`src/rtl/norm_lzc_seq_if.sv`:
```
// Handshake/data bundle between an FPU post-processing stage and the
// sequential leading-zero counter (norm_lzc_seq).
//   master: operand producer and result consumer
//   slave : norm_lzc_seq itself
interface norm_lzc_seq_if #(
  parameter int NORMSHIFTSZ    = 116,
  parameter int LOGNORMSHIFTSZ = $clog2(NORMSHIFTSZ)
);
  logic                      Flush;
  logic                      InValid;
  logic                      InReady;
  logic [NORMSHIFTSZ-1:0]    OpIn;
  logic [LOGNORMSHIFTSZ-1:0] MaxShift;
  logic                      OutValid;
  logic                      OutReady;
  logic [NORMSHIFTSZ-1:0]    ShiftIn;
  logic [LOGNORMSHIFTSZ-1:0] ShiftAmt;
  logic                      AllZero;

  modport master (
    output Flush, InValid, OpIn, MaxShift, OutReady,
    input  InReady, OutValid, ShiftIn, ShiftAmt, AllZero
  );

  modport slave (
    input  Flush, InValid, OpIn, MaxShift, OutReady,
    output InReady, OutValid, ShiftIn, ShiftAmt, AllZero
  );
endinterface

```
`src/rtl/norm_lzc_seq.sv`:
```
// Sequential leading-zero counter for the normalization shifter.
// Scans the captured significand MSB-first, CHUNK bits per cycle, and
// reports min(leading zeros, MaxShift) together with the operand itself.
// Optional feature macro: NORMLZC_PIPE_EN -- accept the next operand in the
// same cycle the current result is handed off (no IDLE bubble).
module norm_lzc_seq #(
  parameter int NORMSHIFTSZ    = 116,
  parameter int LOGNORMSHIFTSZ = $clog2(NORMSHIFTSZ),
  parameter int CHUNK          = 4
) (
  input  logic          clk,
  input  logic          reset,
  norm_lzc_seq_if.slave lzc_if
);

  // Operand is zero-padded at the LSB end up to a whole number of chunks.
  localparam int NCHUNKS = (NORMSHIFTSZ + CHUNK - 1) / CHUNK;
  localparam int PADW    = NCHUNKS * CHUNK;
  localparam int IW      = (NCHUNKS > 1) ? $clog2(NCHUNKS) : 1;
  localparam int CW      = $clog2(CHUNK + 1);
  // One extra bit so the count of a fully padded zero operand cannot wrap.
  localparam int CNTW    = LOGNORMSHIFTSZ + 1;
  localparam logic [IW-1:0] LAST_IDX = IW'(NCHUNKS - 1);

  typedef enum logic [1:0] {
    S_IDLE,
    S_SCAN,
    S_DONE
  } state_e;

  state_e                    state_q;
  logic [NORMSHIFTSZ-1:0]    op_q;
  logic [LOGNORMSHIFTSZ-1:0] max_q;
  logic [LOGNORMSHIFTSZ-1:0] amt_q;
  logic                      allzero_q;
  logic                      out_valid_q;
  logic [CNTW-1:0]           cnt_q;
  logic [IW-1:0]             idx_q;

  logic [PADW-1:0]           op_pad;
  logic [PADW-1:0]           chunk_win;
  logic [CHUNK-1:0]          chunk;
  logic [CW-1:0]             chunk_lz;
  logic                      chunk_nz;
  logic                      last_chunk;
  logic                      clamp_hit;
  logic                      scan_stop;
  logic [CNTW-1:0]           cnt_d;
  logic [IW-1:0]             idx_d;
  logic [LOGNORMSHIFTSZ-1:0] amt_d;
  logic                      in_ready;
  logic                      accept;
  logic                      out_fire;

  // Handshake qualifiers; a flush always wins over a capture.
`ifdef NORMLZC_PIPE_EN
  assign in_ready = ((state_q == S_IDLE) |
                     ((state_q == S_DONE) & lzc_if.OutReady)) & ~reset;
`else
  assign in_ready = (state_q == S_IDLE) & ~reset;
`endif
  assign accept   = lzc_if.InValid & in_ready & ~lzc_if.Flush;
  assign out_fire = out_valid_q & lzc_if.OutReady;

  // Current chunk, its leading-zero count and the resulting scan decision.
  always_comb begin
    // NOTE: every signal written here gets a default first, so no path can
    // leave it unassigned and infer a latch.
    op_pad    = PADW'(op_q) << (PADW - NORMSHIFTSZ);
    chunk_win = op_pad << (idx_q * CHUNK);
    chunk     = chunk_win[PADW-1 -: CHUNK];
    chunk_nz  = |chunk;
    chunk_lz  = CW'(CHUNK);
    // Lowest to highest, so the most significant set bit wins.
    for (int i = 0; i < CHUNK; i++) begin
      if (chunk[i]) chunk_lz = CW'(CHUNK - 1 - i);
    end
    cnt_d      = cnt_q + (chunk_nz ? CNTW'(chunk_lz) : CNTW'(CHUNK));
    idx_d      = idx_q + IW'(1);
    last_chunk = (idx_q == LAST_IDX);
    clamp_hit  = (cnt_d >= {1'b0, max_q});
    scan_stop  = chunk_nz | clamp_hit | last_chunk;
    // Below the clamp the count is < MaxShift, so it fits the narrower width.
    amt_d      = clamp_hit ? max_q : cnt_d[LOGNORMSHIFTSZ-1:0];
  end

  // Control FSM with registered result outputs.
  always_ff @(posedge clk) begin
    // NOTE: state is updated with non-blocking assignments so every register
    // samples values from before this edge, independent of statement order.
    if (reset) begin
      state_q     <= S_IDLE;
      op_q        <= '0;
      max_q       <= '0;
      amt_q       <= '0;
      allzero_q   <= 1'b0;
      out_valid_q <= 1'b0;
      cnt_q       <= '0;
      idx_q       <= '0;
    end else if (lzc_if.Flush) begin
      // Abort: results already registered stay visible, only validity drops.
      state_q     <= S_IDLE;
      out_valid_q <= 1'b0;
    end else if (accept) begin
      // Reached from IDLE, or from DONE during the output handshake when the
      // back-to-back option makes in_ready true there.
      state_q     <= S_SCAN;
      op_q        <= lzc_if.OpIn;
      max_q       <= lzc_if.MaxShift;
      cnt_q       <= '0;
      idx_q       <= '0;
      out_valid_q <= 1'b0;
    end else begin
      unique case (state_q)
        S_IDLE: ;
        S_SCAN: begin
          cnt_q <= cnt_d;
          idx_q <= idx_d;
          if (scan_stop) begin
            state_q     <= S_DONE;
            out_valid_q <= 1'b1;
            amt_q       <= amt_d;
            // Reaching the last chunk with it still zero means every chunk
            // was zero; an earlier clamp stop never gets here.
            allzero_q   <= last_chunk & ~chunk_nz;
          end
        end
        S_DONE: begin
          if (out_fire) begin
            state_q     <= S_IDLE;
            out_valid_q <= 1'b0;
          end
        end
        default: state_q <= S_IDLE;
      endcase
    end
  end

  assign lzc_if.InReady  = in_ready;
  assign lzc_if.OutValid = out_valid_q;
  assign lzc_if.ShiftIn  = op_q;
  assign lzc_if.ShiftAmt = amt_q;
  assign lzc_if.AllZero  = allzero_q;

endmodule
```
`src/flat_wrapper.sv`:
```
// flat-port wrapper written by rule: the top's interface ports become plain ports
module norm_lzc_seq_flat 
#(
  parameter int NORMSHIFTSZ    = 116,
  parameter int LOGNORMSHIFTSZ = $clog2(NORMSHIFTSZ),
  parameter int CHUNK          = 4
)
  (clk, reset, lzc_if_Flush, lzc_if_InValid, lzc_if_OpIn, lzc_if_MaxShift, lzc_if_OutReady, lzc_if_InReady, lzc_if_OutValid, lzc_if_ShiftIn, lzc_if_ShiftAmt, lzc_if_AllZero);
  norm_lzc_seq_if #(.NORMSHIFTSZ(NORMSHIFTSZ), .LOGNORMSHIFTSZ(LOGNORMSHIFTSZ)) lzc_if_i ();
  input  logic clk;
  input  logic reset;
  input wire logic [$bits(lzc_if_i.Flush)-1:0] lzc_if_Flush;
  input wire logic [$bits(lzc_if_i.InValid)-1:0] lzc_if_InValid;
  input wire logic [$bits(lzc_if_i.OpIn)-1:0] lzc_if_OpIn;
  input wire logic [$bits(lzc_if_i.MaxShift)-1:0] lzc_if_MaxShift;
  input wire logic [$bits(lzc_if_i.OutReady)-1:0] lzc_if_OutReady;
  output wire logic [$bits(lzc_if_i.InReady)-1:0] lzc_if_InReady;
  output wire logic [$bits(lzc_if_i.OutValid)-1:0] lzc_if_OutValid;
  output wire logic [$bits(lzc_if_i.ShiftIn)-1:0] lzc_if_ShiftIn;
  output wire logic [$bits(lzc_if_i.ShiftAmt)-1:0] lzc_if_ShiftAmt;
  output wire logic [$bits(lzc_if_i.AllZero)-1:0] lzc_if_AllZero;
  assign lzc_if_i.Flush = lzc_if_Flush;
  assign lzc_if_i.InValid = lzc_if_InValid;
  assign lzc_if_i.OpIn = lzc_if_OpIn;
  assign lzc_if_i.MaxShift = lzc_if_MaxShift;
  assign lzc_if_i.OutReady = lzc_if_OutReady;
  assign lzc_if_InReady = lzc_if_i.InReady;
  assign lzc_if_OutValid = lzc_if_i.OutValid;
  assign lzc_if_ShiftIn = lzc_if_i.ShiftIn;
  assign lzc_if_ShiftAmt = lzc_if_i.ShiftAmt;
  assign lzc_if_AllZero = lzc_if_i.AllZero;
  norm_lzc_seq #(.NORMSHIFTSZ(NORMSHIFTSZ), .LOGNORMSHIFTSZ(LOGNORMSHIFTSZ), .CHUNK(CHUNK)) u_core (.clk(clk), .reset(reset), .lzc_if(lzc_if_i));
endmodule
```
`config.mk`:
```
export PLATFORM = sky130hd
export DESIGN_NAME = norm_lzc_seq_flat
export DESIGN_NICKNAME = d
export VERILOG_FILES = /design/src/rtl/norm_lzc_seq_if.sv /design/src/rtl/norm_lzc_seq.sv /design/src/flat_wrapper.sv
export SDC_FILE = /design/constraint.sdc
export NUM_CORES = 1
export LEC_CHECK = 0
export CORE_UTILIZATION = 45
export DETAILED_ROUTE_END_ITERATION = 7
export PLACE_DENSITY_LB_ADDON = 0.12
export SETUP_SLACK_MARGIN = 0.05
export SYNTH_ARGS = -nofsm -noshare
export SYNTH_HDL_FRONTEND = slang
export SYNTH_SLANG_ARGS = --single-unit
```
`constraint.sdc`:
```
create_clock -name clk -period 6 [get_ports clk]
set_clock_uncertainty 0.05 [all_clocks]
set_input_delay 1.5 -clock clk [delete_from_list [all_inputs] [get_ports clk]]
set_output_delay 1.5 -clock clk [all_outputs]
set_load 0.01 [all_outputs]
```
==> results of run 1 <==
==> critical path: cells and delay by family (launching register included) <==
family | cells | cell delay, ns
compound gates | 7 | 1.47
fa+ha+maj | 3 | 0.92
xor+xnor | 1 | 0.25
buf+inv | 3 | 0.56
mux | 1 | 0.24
simple gates | 6 | 1.12
flops | 1 | 0.69
==> synthesized netlist by cell type, drive strengths merged, types with 4 or more instances <==
master and number:
a21o 4, a21oi 146, o22ai 4, o41ai 6, o21ai 6, inv 14
nor2b 15, buf 15, and2 8, xor2 5, a211o 4, ha 12
dfxtp 147, nor3 11, a22oi 9, clkbuf 49, mux4 12, a21boi 4
a2111oi 8, nand2b 4, nand2 261, nand3 4, mux2i 34, a32oi 7
nor2 23
==> power breakdown <==
group | total [mW] | internal, mW | switching [mW]
sequential | 1.03 | 1.01 | 0.0272
combinational | 0.335 | 0.177 | 0.157
clock | 1.10 | 0.660 | 0.436
total | 2.46 | 1.84 | 0.620
==> state kept, by name (all words and copies together), names as in the netlist <==
name,flops
u_core.lzc_if.AllZero,1
u_core.max_q,7
u_core.state_q,2
u_core.lzc_if.OutValid,1
u_core.cnt_q,8
u_core.lzc_if.ShiftAmt,7
u_core.lzc_if.ShiftIn,116
u_core.idx_q,5
==> what timing repair did <==
| action | in CTS | in global routing |
|---|---|---|
| setup endpoints to repair | 0 | 10 |
| hold buffers | 0 | 0 |
| gates resized for setup | 0 | 4 |
==> cell type report <==
type / count / share of cell area [%]
sequential: 147 / 29.15
inverter: 14 / 0.5201
clock inverter: 14 / 1.771
timing repair buffer: 266 / 26.13
multi-input combinational: 623 / 35.90
clock buffer: 18 / 4.248
tap: 184 / 2.279
==> path summary, 6_finish.rpt <==
path	to	slack, ns	start
setup / recovery	u_core.lzc_if.ShiftAmt[5]$_SDFFE_PP0P_	0.52	u_core.idx_q[2]$_SDFFE_PP0P_
setup reg to reg	u_core.lzc_if.ShiftAmt[5]$_SDFFE_PP0P_	0.52	u_core.idx_q[2]$_SDFFE_PP0P_
hold / removal	u_core.max_q[3]$_SDFFE_PP0P_	0.41	u_core.max_q[3]$_SDFFE_PP0P_
hold reg to reg	u_core.max_q[3]$_SDFFE_PP0P_	0.41	u_core.max_q[3]$_SDFFE_PP0P_
==> cell families (layout without fill, tap and decap cells) <==
| kind of cell | count (synthesis) | after routing |
|---|---|---|
| adders and majority gates | 13 | 13 |
| and+or+nand+nor | 347 | 347 |
| buffers and inverters | 78 | 312 |
| DFF | 147 | 147 |
| AOI/OAI and AO/OA | 208 | 208 |
| muxes | 47 | 47 |
| xor gates and xnor gates | 8 | 8 |
==> metal layers <==
metal | vias to the layer above | track usage [%] | wire (µm)
li1 | 3363 | - | -
met1 | 3113 | 34.75 | 9111
met2 | 253 | 44.71 | 10040
met4 | 0 | 7.654 | 320
met3 | 26 | 9.176 | 1753
met5 | - | 0 | 0
==> stage by stage <==
stage / setup slack (ns) / power [mW]
final: 0.5242 / 2.464
after global routing: 0.1061 / 2.561
after CTS: 0.3983 / 2.477
after detailed placement: 0.4369 / 1.387
after global placement: 0.5430 / 1.385
after floorplan: 1.030 / 1.208
==> results_tabular.tex, run 1 <==
\begin{tabular}{lr}
\hline
Metric & Value \\
\hline
\multicolumn{2}{l}{\textbf{Global routing}} \\
\quad Global-route congestion overflow total & 0 \\
\quad Pin count of the biggest net entering global routing & 103 \\
\quad Number of global-route vias before repair & 6365 \\
\quad Gr usage total & 27.46\% \\
\quad Number of antenna violations at the first check in global routing & 0 \\
\quad Wire length of the first global-routing pass & 34.18 mm \\
\multicolumn{2}{l}{\textbf{Layout}} \\
\quad Antenna diode count & 0 \\
\quad Filler cell count & 1216 \\
\quad Footprint of the flip-flops and latches & 2945 µm² \\
\quad Core Util, Final & 68.48\% \\
\quad Most frequent cells in the layout & sky130\_fd\_sc\_hd\_\_nand2\_1, sky130\_fd\_sc\_hd\_\_clkdlybuf4s50\_1, sky130\_fd\_sc\_hd\_\_a21oi\_1, sky130\_fd\_sc\_hd\_\_dfxtp\_1, sky130\_fd\_sc\_hd\_\_mux2i\_1 \\
\quad Area of the multi-input gates & 3627 µm² \\
\quad Final instance area & 10100 µm² \\
\quad Most frequent standard cell in the layout excluding fill and tap cells & sky130\_fd\_sc\_hd\_\_nand2\_1 \\
\quad Fin cells & 1266 \\
\quad P\&R area growth vs syn & 46.50\% \\
\quad Share of cells above drive strength 1 & 7.024\% \\
\quad \# nets final & 1210 \\
\multicolumn{2}{l}{\textbf{Timing}} \\
\quad Minimum clock period after layout & 5.476 ns \\
\quad Post-Route Setup TNS & 0 ns \\
\quad Slew @ Worst Pin & 1.150 ns \\
\quad Final hold slack & 0.4056 ns \\
\quad Final hold violation count & 0 \\
\quad Max-slew violations & 0 \\
\quad Highest achievable clock rate & 182.6 MHz \\
\quad Rel. slew slack & 23.35\% \\
\quad Setup repair after global routing missed its margin & no \\
\quad Portion of the clock cycle consumed by the worst path in the final layout & 91.26\% \\
\quad Final setup viols & 0 \\
\multicolumn{2}{l}{\textbf{Setup path}} \\
\quad CP startpoint kind & register \\
\quad Classification of the worst setup path & reg2reg \\
\quad Cell chain of the critical path & buf\_12 > mux2i\_1 > o22ai\_1 > a2111oi\_0 > a211oi\_2 > a21oi\_1 > ha\_1 > inv\_1 > fa\_1 > nor2b\_1 > o21ai\_0 > nor2\_1 > xor2\_1 > ha\_1 > a211oi\_1 > nor4b\_1 > nor2\_1 > nor2\_1 > buf\_4 > and3\_4 > o41ai\_2 \\
\quad Required time worst endpoint & 6.21 ns \\
\quad Max stage delay cell, worst path & sky130\_fd\_sc\_hd\_\_dfxtp\_2 \\
\quad Depth of the worst register-to-register path & 21 \\
\quad Top fanout value on the critical path & 27 \\
\quad CP max stage delay & 0.69 ns \\
\quad Cell seen most often among critical-path stages & sky130\_fd\_sc\_hd\_\_nor2\_1 \\
\quad Worst Path Arrival & 5.69 ns \\
\quad Worst Setup End Kind & register \\
\multicolumn{2}{l}{\textbf{Synthesis}} \\
\quad Post-Synth XOR/XNOR Area & 1.016\% \\
\quad Number of warnings reported in the yosys synthesis log & 0 \\
\quad Post-synth top area share & 42.67\% \\
\quad Combinational family with the most area after synthesis & simple AND/OR/NAND/NOR gates \\
\quad Synth Area in Adders & 2.467\% \\
\quad Net count after synthesis & 989 \\
\quad Number of synthesized flops with an enable pin & 0 \\
\quad Share of cell area taken by muxes after synthesis & 9.017\% \\
\quad Post-synth design cell area & 6897 µm² \\
\quad Area fraction in compound gates after synthesis & 18.56\% \\
\quad Number of unique standard cell types used by synthesis & 54 \\
\quad Basic-gate share of the synthesized area counting and, or, nand and nor cells & 21.34\% \\
\quad Average size of a mapped cell & 8.133 µm² \\
\quad Number of instances in the synthesized netlist & 848 \\
\quad Register area share after synthesis & 42.67\% \\
\quad Synth async-reset ratio & 0\% \\
\quad Leading post-synthesis cells by cell area & sky130\_fd\_sc\_hd\_\_dfxtp\_1, sky130\_fd\_sc\_hd\_\_nand2\_1, sky130\_fd\_sc\_hd\_\_a21oi\_1, sky130\_fd\_sc\_hd\_\_mux2i\_1, sky130\_fd\_sc\_hd\_\_mux4\_2 \\
\quad Synthesis-stage register bit count & 147 \\
\quad Synth Flop Type & sky130\_fd\_sc\_hd\_\_dfxtp\_1 \\
\quad Cell taking the most area after synthesis & sky130\_fd\_sc\_hd\_\_dfxtp\_1 \\
\multicolumn{2}{l}{\textbf{Min path}} \\
\quad Hold depth & 2 \\
\quad Hold crit path type & reg2reg \\
\multicolumn{2}{l}{\textbf{Power and ir drop}} \\
\quad Maximum vdd ir drop & 0.2000 mV \\
\quad Leakage & 3.457 nW \\
\quad PwrDens & 243.9 nW/µm² \\
\multicolumn{2}{l}{\textbf{CTS}} \\
\quad Number of levels the H-tree was split into & 4 \\
\quad Total clock buffers created by CTS & 17 \\
\quad CTS Root Cell & sky130\_fd\_sc\_hd\_\_clkbuf\_16 \\
\quad CTS sink count & 147 \\
\quad CTS tree & done \\
\quad CTS clock-pin slew for the worst setup and hold paths & 0.06 ns \\
\quad Number of buffers inserted to repair setup after CTS & 0 \\
\quad Clock Tree Buf Depth & 2 \\
\quad Clock latency at the later pin of the worst-skew pair & 0.43 ns \\
\multicolumn{2}{l}{\textbf{Detailed routing}} \\
\quad Number of nets with antenna violations after detailed routing & 0 \\
\quad 1st-pass router iterations & 6 \\
\quad DRC marker count from the first detailed-route iteration & 485 \\
\quad Total Routed Length & 21.23 mm \\
\quad Vias per std cell & 5.336 \\
\quad Routed wire length per instance & 16.77 µm \\
\quad Via total after detailed routing & 6755 \\
\quad DRC errors left & 0 \\
\multicolumn{2}{l}{\textbf{Outcome}} \\
\quad Outcome & finished clean \\
\multicolumn{2}{l}{\textbf{Floorplanning}} \\
\quad Die height & 125.8 µm \\
\quad Die X & 125.8 µm \\
\quad Ports placed on the boundary & 254 \\
\quad Row count & 44 \\
\quad DIE AREA & 15820 µm² \\
\quad Starting density of the core & 46.74\% \\
\quad Area of the core & 14750 µm² \\
\multicolumn{2}{l}{\textbf{Placement}} \\
\quad Placed cell count & 1234 \\
\quad Cell area after placement & 9490 µm² \\
\quad Port-buffer cells & 253 \\
\quad Final estimated routing congestion in global placement & 0.8733 \\
\quad Dpl hpwl & 14.78 mm \\
\multicolumn{2}{l}{\textbf{Job}} \\
\quad Number of maximum-capacitance constraint violations & 0 \\
\hline
\end{tabular}
(Power assumes the default switching activity.)
==> inputs of run 2 (changes only) <==
--- a/config.mk
+++ b/config.mk
@@ -5,7 +5,9 @@
 export SDC_FILE = /design/constraint.sdc
 export NUM_CORES = 1
 export LEC_CHECK = 0
-export CORE_UTILIZATION = 45
+export CELL_PAD_IN_SITES_DETAIL_PLACEMENT = 1
+export CELL_PAD_IN_SITES_GLOBAL_PLACEMENT = 2
+export CORE_UTILIZATION = 25
 export DETAILED_ROUTE_END_ITERATION = 7
 export PLACE_DENSITY_LB_ADDON = 0.12
 export SETUP_SLACK_MARGIN = 0.05
==> results_tabular.tex, run 2 (synthesized netlist as in run 1, its figures left out) <==
\begin{tabular}{lr}
\hline
Metric & Value \\
\hline
\multicolumn{2}{l}{\textbf{Detailed routing}} \\
\quad Via total after detailed routing & 6727 \\
\quad 1st-pass router iterations & 5 \\
\quad Total Routed Length & 26.85 mm \\
\quad DRC marker count from the first detailed-route iteration & 354 \\
\quad DRC errors left & 0 \\
\quad Routed wire length per instance & 18.86 µm \\
\quad Vias per std cell & 4.724 \\
\quad Number of nets with antenna violations after detailed routing & 0 \\
\multicolumn{2}{l}{\textbf{Setup path}} \\
\quad Beginning of the critical path & u\_core.idx\_q[2]\$\_SDFFE\_PP0P\_ \\
\quad Origin of the critical flop-to-flop path & u\_core.idx\_q[2]\$\_SDFFE\_PP0P\_ \\
\quad Worst Path Arrival & 5.69 ns \\
\quad Max stage delay cell, worst path & sky130\_fd\_sc\_hd\_\_dfxtp\_2 \\
\quad Cell chain of the critical path & buf\_12 > mux2i\_1 > o22ai\_1 > a2111oi\_1 > a211o\_1 > nand2\_1 > nand3b\_1 > inv\_1 > ha\_1 > a21o\_1 > a21oi\_1 > buf\_4 > nor2\_1 > xor2\_1 > ha\_1 > a21o\_1 > a211oi\_1 > nor4b\_1 > nor2\_1 > nor2\_1 > buf\_4 > and3\_4 > o41ai\_2 \\
\quad Cell type group with the largest total delay on the critical path & compound AO/OA/AOI/OAI gates \\
\quad CP max stage delay & 0.56 ns \\
\quad Classification of the worst setup path & reg2reg \\
\quad Required time worst endpoint & 6.22 ns \\
\quad Top fanout value on the critical path & 26 \\
\quad Cell seen most often among critical-path stages & sky130\_fd\_sc\_hd\_\_nor2\_1 \\
\quad Worst Setup End Kind & register \\
\quad Sum of buffers and inverters on the critical path & 4 \\
\quad CP startpoint kind & register \\
\multicolumn{2}{l}{\textbf{CTS}} \\
\quad Clock Tree Buf Depth & 2 \\
\quad CTS clock-pin slew for the worst setup and hold paths & 0.07 ns \\
\quad PostCTS Resize Cnt & 0 \\
\quad CTS Root Cell & sky130\_fd\_sc\_hd\_\_clkbuf\_16 \\
\quad Total clock buffers created by CTS & 17 \\
\quad Cts-stage hold buffer count & 0 \\
\quad Clock latency at the later pin of the worst-skew pair & 0.43 ns \\
\quad Number of buffers inserted to repair setup after CTS & 0 \\
\quad CTS sink count & 147 \\
\quad Number of levels the H-tree was split into & 4 \\
\quad CTS tree & done \\
\multicolumn{2}{l}{\textbf{Floorplanning}} \\
\quad Die height & 168.1 µm \\
\quad Starting density of the core & 25.52\% \\
\quad DIE AREA & 28250 µm² \\
\quad Ports placed on the boundary & 254 \\
\quad Row count & 60 \\
\quad Die X & 168.1 µm \\
\quad Area of the core & 27030 µm² \\
\multicolumn{2}{l}{\textbf{Timing}} \\
\quad Portion of the clock cycle consumed by the worst path in the final layout & 91.09\% \\
\quad Highest achievable clock rate & 183.0 MHz \\
\quad Final worst slack & 0.5347 ns \\
\quad Max-slew violations & 0 \\
\quad Minimum clock period after layout & 5.465 ns \\
\quad Final setup viols & 0 \\
\quad Slew @ Worst Pin & 0.9479 ns \\
\quad Post-Route Setup TNS & 0 ns \\
\quad Final hold violation count & 0 \\
\quad Setup repair after global routing missed its margin & no \\
\quad Rel. slew slack & 36.81\% \\
\multicolumn{2}{l}{\textbf{Layout}} \\
\quad Flip-flop count of the largest register after layout & 116 \\
\quad \# nets final & 1212 \\
\quad P\&R area growth vs syn & 50.82\% \\
\quad Filler cell count & 3159 \\
\quad Share of cells above drive strength 1 & 7.301\% \\
\quad Most frequent cells in the layout & sky130\_fd\_sc\_hd\_\_nand2\_1, sky130\_fd\_sc\_hd\_\_clkdlybuf4s50\_1, sky130\_fd\_sc\_hd\_\_a21oi\_1, sky130\_fd\_sc\_hd\_\_dfxtp\_1, sky130\_fd\_sc\_hd\_\_mux2i\_1 \\
\quad Fin cells & 1424 \\
\quad Most frequent standard cell in the layout excluding fill and tap cells & sky130\_fd\_sc\_hd\_\_nand2\_1 \\
\multicolumn{2}{l}{\textbf{Global routing}} \\
\quad Met3 track demand over resource in global routing & 5.900\% \\
\quad Global-route track usage on met1 & 24.67\% \\
\quad Wire length of the first global-routing pass & 40.72 mm \\
\quad Gr usage total & 18.73\% \\
\quad Pin count of the biggest net entering global routing & 81 \\
\quad Busiest layer in global routing & met2 \\
\quad Global-route congestion overflow total & 0 \\
\quad Global routing met2 resource utilization & 30.05\% \\
\quad Number of global-route vias before repair & 6795 \\
\quad Number of antenna violations at the first check in global routing & 1 \\
\multicolumn{2}{l}{\textbf{Power and ir drop}} \\
\quad Maximum vdd ir drop & 0.1566 mV \\
\quad Leakage & 3.512 nW \\
\quad PwrDens & 251.6 nW/µm² \\
\multicolumn{2}{l}{\textbf{Placement}} \\
\quad Dpl hpwl & 19.06 mm \\
\quad Port-buffer cells & 253 \\
\quad Final estimated routing congestion in global placement & 0.7554 \\
\quad Placed cell count & 1393 \\
\quad Setup slack at placement & 0.1628 ns \\
\multicolumn{2}{l}{\textbf{Min path}} \\
\quad Launch point of the worst hold path & u\_core.max\_q[1]\$\_SDFFE\_PP0P\_ \\
\quad Hold crit path type & reg2reg \\
\multicolumn{2}{l}{\textbf{Job}} \\
\quad Number of maximum-capacitance constraint violations & 0 \\
\multicolumn{2}{l}{\textbf{Outcome}} \\
\quad Outcome & finished clean \\
\hline
\end{tabular}
## run 2: final timing paths
path	endpoint	slack, ns	cells past startpoint
min	u_core.max_q[1]$_SDFFE_PP0P_	0.40	2
max	u_core.lzc_if.ShiftAmt[3]$_SDFFE_PP0P_	0.53	23
max reg2reg	u_core.lzc_if.ShiftAmt[3]$_SDFFE_PP0P_	0.53	23
min reg2reg	u_core.max_q[1]$_SDFFE_PP0P_	0.40	2
## run 2: metrics by stage
step                instance area (µm²)  utilization, %  power, mW  hold WS, ns
floorplan                          6897               -      1.208       0.3863
global placement                   9719           35.96      1.407       0.3951
detailed placement                 9719           35.96      1.409       0.3986
CTS                               10380           38.41      2.657       0.4073
global route                      10400           38.48      2.725       0.4311
finish                            10400           38.49      2.617       0.4041
## run 2: per-layer routing
metal / up-vias / wire length (µm)
met4: 0 / 255
li1: 3351 / -
met1: 3180 / 12620
met2: 183 / 12190
met3: 13 / 1788
met5: - / 0
## run 2: report_power, final
group	internal, mW	switching (mW)	total (mW)
clock network	0.780	0.453	1.23
registers	1.01	0.0286	1.03
logic	0.180	0.169	0.349
total	1.97	0.651	2.62
## run 2: worst reg2reg max path, delay by kind of cell, from the launching register on
kind / cells / cell delay [ns]
fa+ha+maj: 2 / 0.61
compound gates: 8 / 1.68
flops: 1 / 0.56
simple gates: 7 / 1.16
mux: 1 / 0.36
buf+inv: 4 / 0.72
xor+xnor: 1 / 0.16
## run 2: final cells by class
type / instances / area (µm²) / area share [%]
Tap cell: 341 / 426.7 / 4.102
Multi-Input combinational cell: 623 / 3646 / 35.05
Clock buffer: 18 / 429.2 / 4.126
Antenna cell: 1 / 2.502 / 0.02406
Sequential cell: 147 / 2945 / 28.32
Timing Repair Buffer: 268 / 2668 / 25.65
Clock inverter: 12 / 231.5 / 2.225
Inverter: 14 / 52.55 / 0.5052
==> inputs of run 3 (changes only) <==
--- a/config.mk
+++ b/config.mk
@@ -7,7 +7,8 @@
 export LEC_CHECK = 0
 export CELL_PAD_IN_SITES_DETAIL_PLACEMENT = 1
 export CELL_PAD_IN_SITES_GLOBAL_PLACEMENT = 2
-export CORE_UTILIZATION = 25
+export CORE_UTILIZATION = 22
+export CTS_BUF_LIST = sky130_fd_sc_hd__clkbuf_16
 export DETAILED_ROUTE_END_ITERATION = 7
 export PLACE_DENSITY_LB_ADDON = 0.12
 export SETUP_SLACK_MARGIN = 0.05
==> constraint.sdc (replaced) <==
create_clock -name clk -period 4.9 [get_ports clk]
set_clock_uncertainty 0.05 [all_clocks]
set_input_delay 1.225 -clock clk [delete_from_list [all_inputs] [get_ports clk]]
set_output_delay 1.225 -clock clk [all_outputs]
set_load 0.01 [all_outputs]
==> results_tabular.tex, run 3 (synthesized netlist as in run 1, its figures left out) <==
\begin{tabular}{lr}
\hline
Metric & Value \\
\hline
\multicolumn{2}{l}{\textbf{Timing}} \\
\quad Final setup viols & 0 \\
\quad Portion of the clock cycle consumed by the worst path in the final layout & 94.98\% \\
\quad Highest achievable clock rate & 214.9 MHz \\
\quad Minimum clock period after layout & 4.654 ns \\
\quad Setup repair after global routing missed its margin & yes \\
\quad Max-slew violations & 0 \\
\quad Final hold slack & 0.4080 ns \\
\quad Final worst slack & 0.2460 ns \\
\quad Rel. slew slack & 28.70\% \\
\quad Final hold violation count & 0 \\
\quad Post-Route Setup TNS & 0 ns \\
\quad Slew @ Worst Pin & 1.070 ns \\
\multicolumn{2}{l}{\textbf{Setup path}} \\
\quad Worst Setup End Kind & register \\
\quad Terminus of the critical flop-to-flop path & u\_core.lzc\_if.ShiftAmt[0]\$\_SDFFE\_PP0P\_ \\
\quad Worst Path Arrival & 4.89 ns \\
\quad CP startpoint kind & register \\
\quad Origin of the critical flop-to-flop path & u\_core.idx\_q[1]\$\_SDFFE\_PP0P\_ \\
\quad Reg2reg setup slack & 0.25 ns \\
\quad Classification of the worst setup path & reg2reg \\
\quad Top fanout value on the critical path & 13 \\
\quad Depth of the worst register-to-register path & 23 \\
\quad Required time worst endpoint & 5.14 ns \\
\multicolumn{2}{l}{\textbf{Global routing}} \\
\quad Gr usage total & 17.46\% \\
\quad Wire length of the first global-routing pass & 42.69 mm \\
\quad Number of antenna violations at the first check in global routing & 0 \\
\quad Number of global-route vias before repair & 7200 \\
\quad Pin count of the biggest net entering global routing & 92 \\
\quad Global-route congestion overflow total & 0 \\
\multicolumn{2}{l}{\textbf{CTS}} \\
\quad CTS clock-pin slew for the worst setup and hold paths & 0.07 ns \\
\quad Clock latency at the later pin of the worst-skew pair & 0.43 ns \\
\quad Number of levels the H-tree was split into & 4 \\
\quad CTS Root Cell & sky130\_fd\_sc\_hd\_\_clkbuf\_16 \\
\quad Cts-stage hold buffer count & 0 \\
\quad Total clock buffers created by CTS & 17 \\
\quad CTS sink count & 147 \\
\quad Clock Tree Buf Depth & 2 \\
\quad CTS tree & done \\
\multicolumn{2}{l}{\textbf{Placement}} \\
\quad Port-buffer cells & 253 \\
\quad Dpl hpwl & 20.39 mm \\
\quad Final estimated routing congestion in global placement & 0.7660 \\
\quad Setup slack at placement & -0.4979 ns \\
\multicolumn{2}{l}{\textbf{Layout}} \\
\quad Antenna diode count & 0 \\
\quad Share of cells above drive strength 1 & 12.59\% \\
\quad Filler cell count & 3629 \\
\quad P\&R area growth vs syn & 57.95\% \\
\quad Most frequent standard cell in the layout excluding fill and tap cells & sky130\_fd\_sc\_hd\_\_nand2\_1 \\
\quad Most frequent cells in the layout & sky130\_fd\_sc\_hd\_\_nand2\_1, sky130\_fd\_sc\_hd\_\_clkdlybuf4s50\_1, sky130\_fd\_sc\_hd\_\_a21oi\_1, sky130\_fd\_sc\_hd\_\_dfxtp\_1, sky130\_fd\_sc\_hd\_\_buf\_4 \\
\quad \# nets final & 1248 \\
\quad Flip-flop count of the largest register after layout & 116 \\
\multicolumn{2}{l}{\textbf{Detailed routing}} \\
\quad Vias per std cell & 4.518 \\
\quad DRC errors left & 26 \\
\quad Routed wire length per instance & 18.40 µm \\
\quad Via total after detailed routing & 6849 \\
\quad DRC marker count from the first detailed-route iteration & 299 \\
\quad Number of nets with antenna violations after detailed routing & 0 \\
\quad Total Routed Length & 27.89 mm \\
\quad 1st-pass router iterations & 7 \\
\multicolumn{2}{l}{\textbf{Min path}} \\
\quad Hold depth & 2 \\
\quad End of the worst hold path & u\_core.max\_q[2]\$\_SDFFE\_PP0P\_ \\
\quad Hold crit path type & reg2reg \\
\quad Launch point of the worst hold path & u\_core.max\_q[2]\$\_SDFFE\_PP0P\_ \\
\multicolumn{2}{l}{\textbf{Floorplanning}} \\
\quad Starting density of the core & 22.43\% \\
\quad Ports placed on the boundary & 254 \\
\quad Area of the core & 30750 µm² \\
\quad Die height & 179.1 µm \\
\quad Row count & 64 \\
\quad Die X & 179.1 µm \\
\quad DIE AREA & 32060 µm² \\
\multicolumn{2}{l}{\textbf{Outcome}} \\
\quad Outcome & finished with violations \\
\quad Violated checks & design-rule violations \\
\multicolumn{2}{l}{\textbf{Power and ir drop}} \\
\quad Leakage & 3.729 nW \\
\quad Maximum vdd ir drop & 0.2164 mV \\
\quad PwrDens & 277.8 nW/µm² \\
\multicolumn{2}{l}{\textbf{Job}} \\
\quad Number of maximum-capacitance constraint violations & 0 \\
\hline
\end{tabular}
[run 3: critical path: stages, from the launching register on]
cell                        delay (ns)
sky130_fd_sc_hd__dfxtp_4          0.39
sky130_fd_sc_hd__buf_12           0.16
sky130_fd_sc_hd__or3_4            0.40
sky130_fd_sc_hd__o22ai_2          0.22
sky130_fd_sc_hd__a2111oi_4        0.06
sky130_fd_sc_hd__buf_4            0.15
sky130_fd_sc_hd__a211o_1          0.26
sky130_fd_sc_hd__buf_4            0.14
sky130_fd_sc_hd__nand2_1          0.05
sky130_fd_sc_hd__nand3b_1         0.09
sky130_fd_sc_hd__buf_4            0.15
sky130_fd_sc_hd__fa_2             0.40
sky130_fd_sc_hd__nor2b_2          0.13
sky130_fd_sc_hd__o21ai_2          0.09
sky130_fd_sc_hd__nor2_2           0.16
sky130_fd_sc_hd__xor2_2           0.23
sky130_fd_sc_hd__ha_4             0.24
sky130_fd_sc_hd__a211oi_2         0.23
sky130_fd_sc_hd__nor4b_4          0.26
sky130_fd_sc_hd__nor2_2           0.07
sky130_fd_sc_hd__nor2_2           0.16
sky130_fd_sc_hd__buf_4            0.15
sky130_fd_sc_hd__mux2i_2          0.20
sky130_fd_sc_hd__o41ai_2          0.07
[run 3: through the flow]
step	total power [mW]	util, %	area [µm²]	instances
floorplan	1.480	-	6902	848
global placement	1.751	32.75	10070	1477
detailed placement	1.753	32.75	10070	1477
CTS	3.084	34.90	10730	1512
global route	3.173	35.42	10890	1516
finish	3.026	35.42	10890	1516
[run 3: area by class of cell]
class	count	area [µm²]	share of cell area (%)
Multi-Input combinational cell	623	3804	34.92
Timing Repair Buffer	304	3022	27.74
Sequential cell	147	2952	27.10
Tap cell	396	495.5	4.549
Clock buffer	17	425.4	3.905
Clock inverter	15	142.6	1.309
Inverter	14	52.55	0.4824
[run 3: repair_timing]
item,in CTS,in global routing
gates resized for setup,22,26
cloned,1,0
setup buffers,2,4
endpoints found under the setup margin,11,11
pin swaps,3,13
[run 3: power breakdown]
group	total (mW)	switching (mW)	internal, mW
registers	1.26	0.0340	1.23
logic	0.468	0.219	0.249
clock network	1.29	0.616	0.678
total	3.03	0.869	2.16
[run 3: worst max path at each step]
stage	from	to	slack, ns
after global placement	u_core.idx_q[1]$_SDFFE_PP0P_	u_core.lzc_if.ShiftAmt[0]$_SDFFE_PP0P_	-0.27
after CTS	u_core.idx_q[1]$_SDFFE_PP0P_	u_core.lzc_if.ShiftAmt[0]$_SDFFE_PP0P_	0.09
after floorplan	u_core.idx_q[1]$_SDFFE_PP0P_	u_core.lzc_if.ShiftAmt[2]$_SDFFE_PP0P_	0.12
final	u_core.idx_q[1]$_SDFFE_PP0P_	u_core.lzc_if.ShiftAmt[0]$_SDFFE_PP0P_	0.25
after global routing	u_core.idx_q[2]$_SDFFE_PP0P_	u_core.lzc_if.ShiftAmt[6]$_SDFFE_PP0P_	-0.03
after detailed placement	u_core.idx_q[1]$_SDFFE_PP0P_	u_core.lzc_if.ShiftAmt[1]$_SDFFE_PP0P_	-0.50
[run 3: layer usage]
metal,part of all wire (%),vias up,GRT usage (%)
li1,-,3422,-
met1,45,3228,22.40
met2,46,181,28.51
met3,7.7,18,5.153
met4,1.1,0,4.167
met5,0,-,0
==> RTL edit, RTL diff (config.mk and constraints of run 3) <==
Make the reset (`reset`) asynchronous in one clocked block.
--- a/src/rtl/norm_lzc_seq.sv
+++ b/src/rtl/norm_lzc_seq.sv
@@ -85,7 +85,7 @@
   end
 
   // Control FSM with registered result outputs.
-  always_ff @(posedge clk) begin
+  always_ff @(posedge clk or posedge reset) begin
     // NOTE: state is updated with non-blocking assignments so every register
     // samples values from before this edge, independent of statement order.
     if (reset) begin
Behaviour: differs if reset is asserted again (counterexample within 4 cycles, from zero or initial values and one cycle with reset high); with reset held inactive, the same outputs for 4 cycles.
==> RTL edit against run 3 <==
Cell area is 2.8% higher. Setup slack improved by 0.077 ns. Synthesized area up 4.6%. Sequential cell count unchanged. Routed wire length fell by 1.1%.
Power is not compared: it rests on default switching activity, and its combinational part moved more than twofold at a synthesized area within 25%.
==> RTL edit: results (changes against run 3) <==
Status
  – Outcome: finished, final reports clean (was complete, but fails checks)

Final layout
  – Layout clock area frac: 0.0541 (was 0.0521)
  – Non-clk bufs: 292 (was 304)
  – Layout cells sized above 1: 0.104 (was 0.126)
  – Area grow syn2layout: 55.2% (was 57.9%)
  – Nets: 1,213 (was 1,248)
  – Multi-In Gates: 597 (was 623)
  – Non-Clock Inverter Count: 17 (was 14)
  – Fraction of area in multi-input gates: 0.300 (was 0.349)
  – Sequential cell area: 3680 µm² (was 2950 µm²)
  – Filler cells: 3,657 (was 3,629)
  – Signal buf overhead: 0.262 (was 0.277)

Global routing
  – First-pass GRT wire length: 42.7 mm (about the same)
  – Vias in the first global route: 7,009 (was 7,200)
  – Antenna violations before repair: 1 (was 0)
  – GR Util All Layers: 0.168 (was 0.175)

Clock tree
  – Postcts setup bufs: 6 (was 2)
  – Root Buffer: clkbuf_16 (unchanged)
  – Post-CTS sizing: 6 (was 22)

Yosys
  – Post-Syn Instances: 805 (was 848)
  – Synth Area in Compound Gates: 0.0586 (was 0.186)
  – Post-synth top area cell: dfrtp_1 (was dfxtp_1)
  – Post-synthesis mux area share: 0.107 (was 0.0902)
  – Xor/xnor share of the synthesized area: 0.0109 (was 0.0102)
  – Asr flop ratio synth: 1.00 (was 0)
  – Post-synthesis sequential area ratio: 0.510 (was 0.427)
  – Synthesized-area fraction occupied by adder cells: 0.0236 (was 0.0247)
  – Top post-synthesis cells by count: nand2_1, dfrtp_1, mux2i_1, clkbuf_1, o21ai_0 (was nand2_1, dfxtp_1, a21oi_1, clkbuf_1, mux2i_1)
  – Dominant cells by area after synthesis: dfrtp_1, nand2_1, mux2i_1 (was dfxtp_1, nand2_1, a21oi_1)
  – Syn Nets: 946 (was 989)
  – Synth cell types: 50 (was 54)

Route
  – Via-per-instance ratio: 4.27 (was 4.52)
  – DR iter-0 viols: 239 (was 299)
  – DRT Pass-1 Iters: 4 (was 7)
  – Vias post-DR: 6,488 (was 6,849)
  – WL/cell: 18.1 µm (was 18.4 µm)

Critical path
  – WP data arrival: 4.83 ns (was 4.89 ns)
  – Worst Path Max Fanout: 10 (was 13)

Placement
  – DP Area: 10,400 µm² (was 10,100 µm²)
  – Placer Congestion: 0.775 (was 0.766)
  – Detailed placement HPWL: 20.4 mm (about the same)
  – Post-place setup slack: -0.0315 ns (was -0.498 ns)

Floorplan
  – CORE AREA: 31,900 µm² (was 30,700 µm²)
-- RTL edit: cell families (layout without fill, tap and decap cells) --
family,count (synthesis),in the layout
multiplexers,57,57
AND/OR/NAND/NOR,453,453
buffers and inverters,61,341
adder cells (fa/ha/maj),13,13
flip-flops,147,147
AO/OA/AOI/OAI,65,65
XOR/XNOR,9,9
-- RTL edit: path summary, 6_finish.rpt --
path                                                 from                    endpoint  slack [ns]  cells past startpoint
min in group asynchronous                           reset  u_core.lzc_if.ShiftIn[101]        1.14                      2
worst min register to register  u_core.lzc_if.ShiftIn[49]   u_core.lzc_if.ShiftIn[49]        0.45                      2
worst max register to register            u_core.idx_q[1]   u_core.lzc_if.ShiftAmt[0]        0.32                     18
max in group asynchronous                           reset             u_core.cnt_q[1]        2.71                      3
worst max-delay path                      u_core.idx_q[1]   u_core.lzc_if.ShiftAmt[0]        0.32                     18
worst min-delay path            u_core.lzc_if.ShiftIn[49]   u_core.lzc_if.ShiftIn[49]        0.45                      2
-- RTL edit: critical path: stages (launching register included) --
cell	delay (ns)
dfrtp_2	0.41
buf_12	0.16
mux4_1	0.57
mux2i_1	0.22
nor2_1	0.08
o32ai_2	0.26
and2b_4	0.22
and2_1	0.19
ha_4	0.24
a21oi_2	0.17
nand2_2	0.11
and3_1	0.22
xor2_2	0.17
ha_1	0.28
nand2_1	0.05
o211ai_1	0.25
nor2b_2	0.10
a31oi_4	0.36
mux2_4	0.33
-- RTL edit: layer usage --
layer / vias up / global-route usage / share of wire
li1: 3159 / - / -
met1: 3159 / 0.212 / 0.44
met2: 147 / 0.284 / 0.49
met3: 21 / 0.0483 / 0.058
met4: 2 / 0.0393 / 0.012
met5: - / 0 / 0.00047
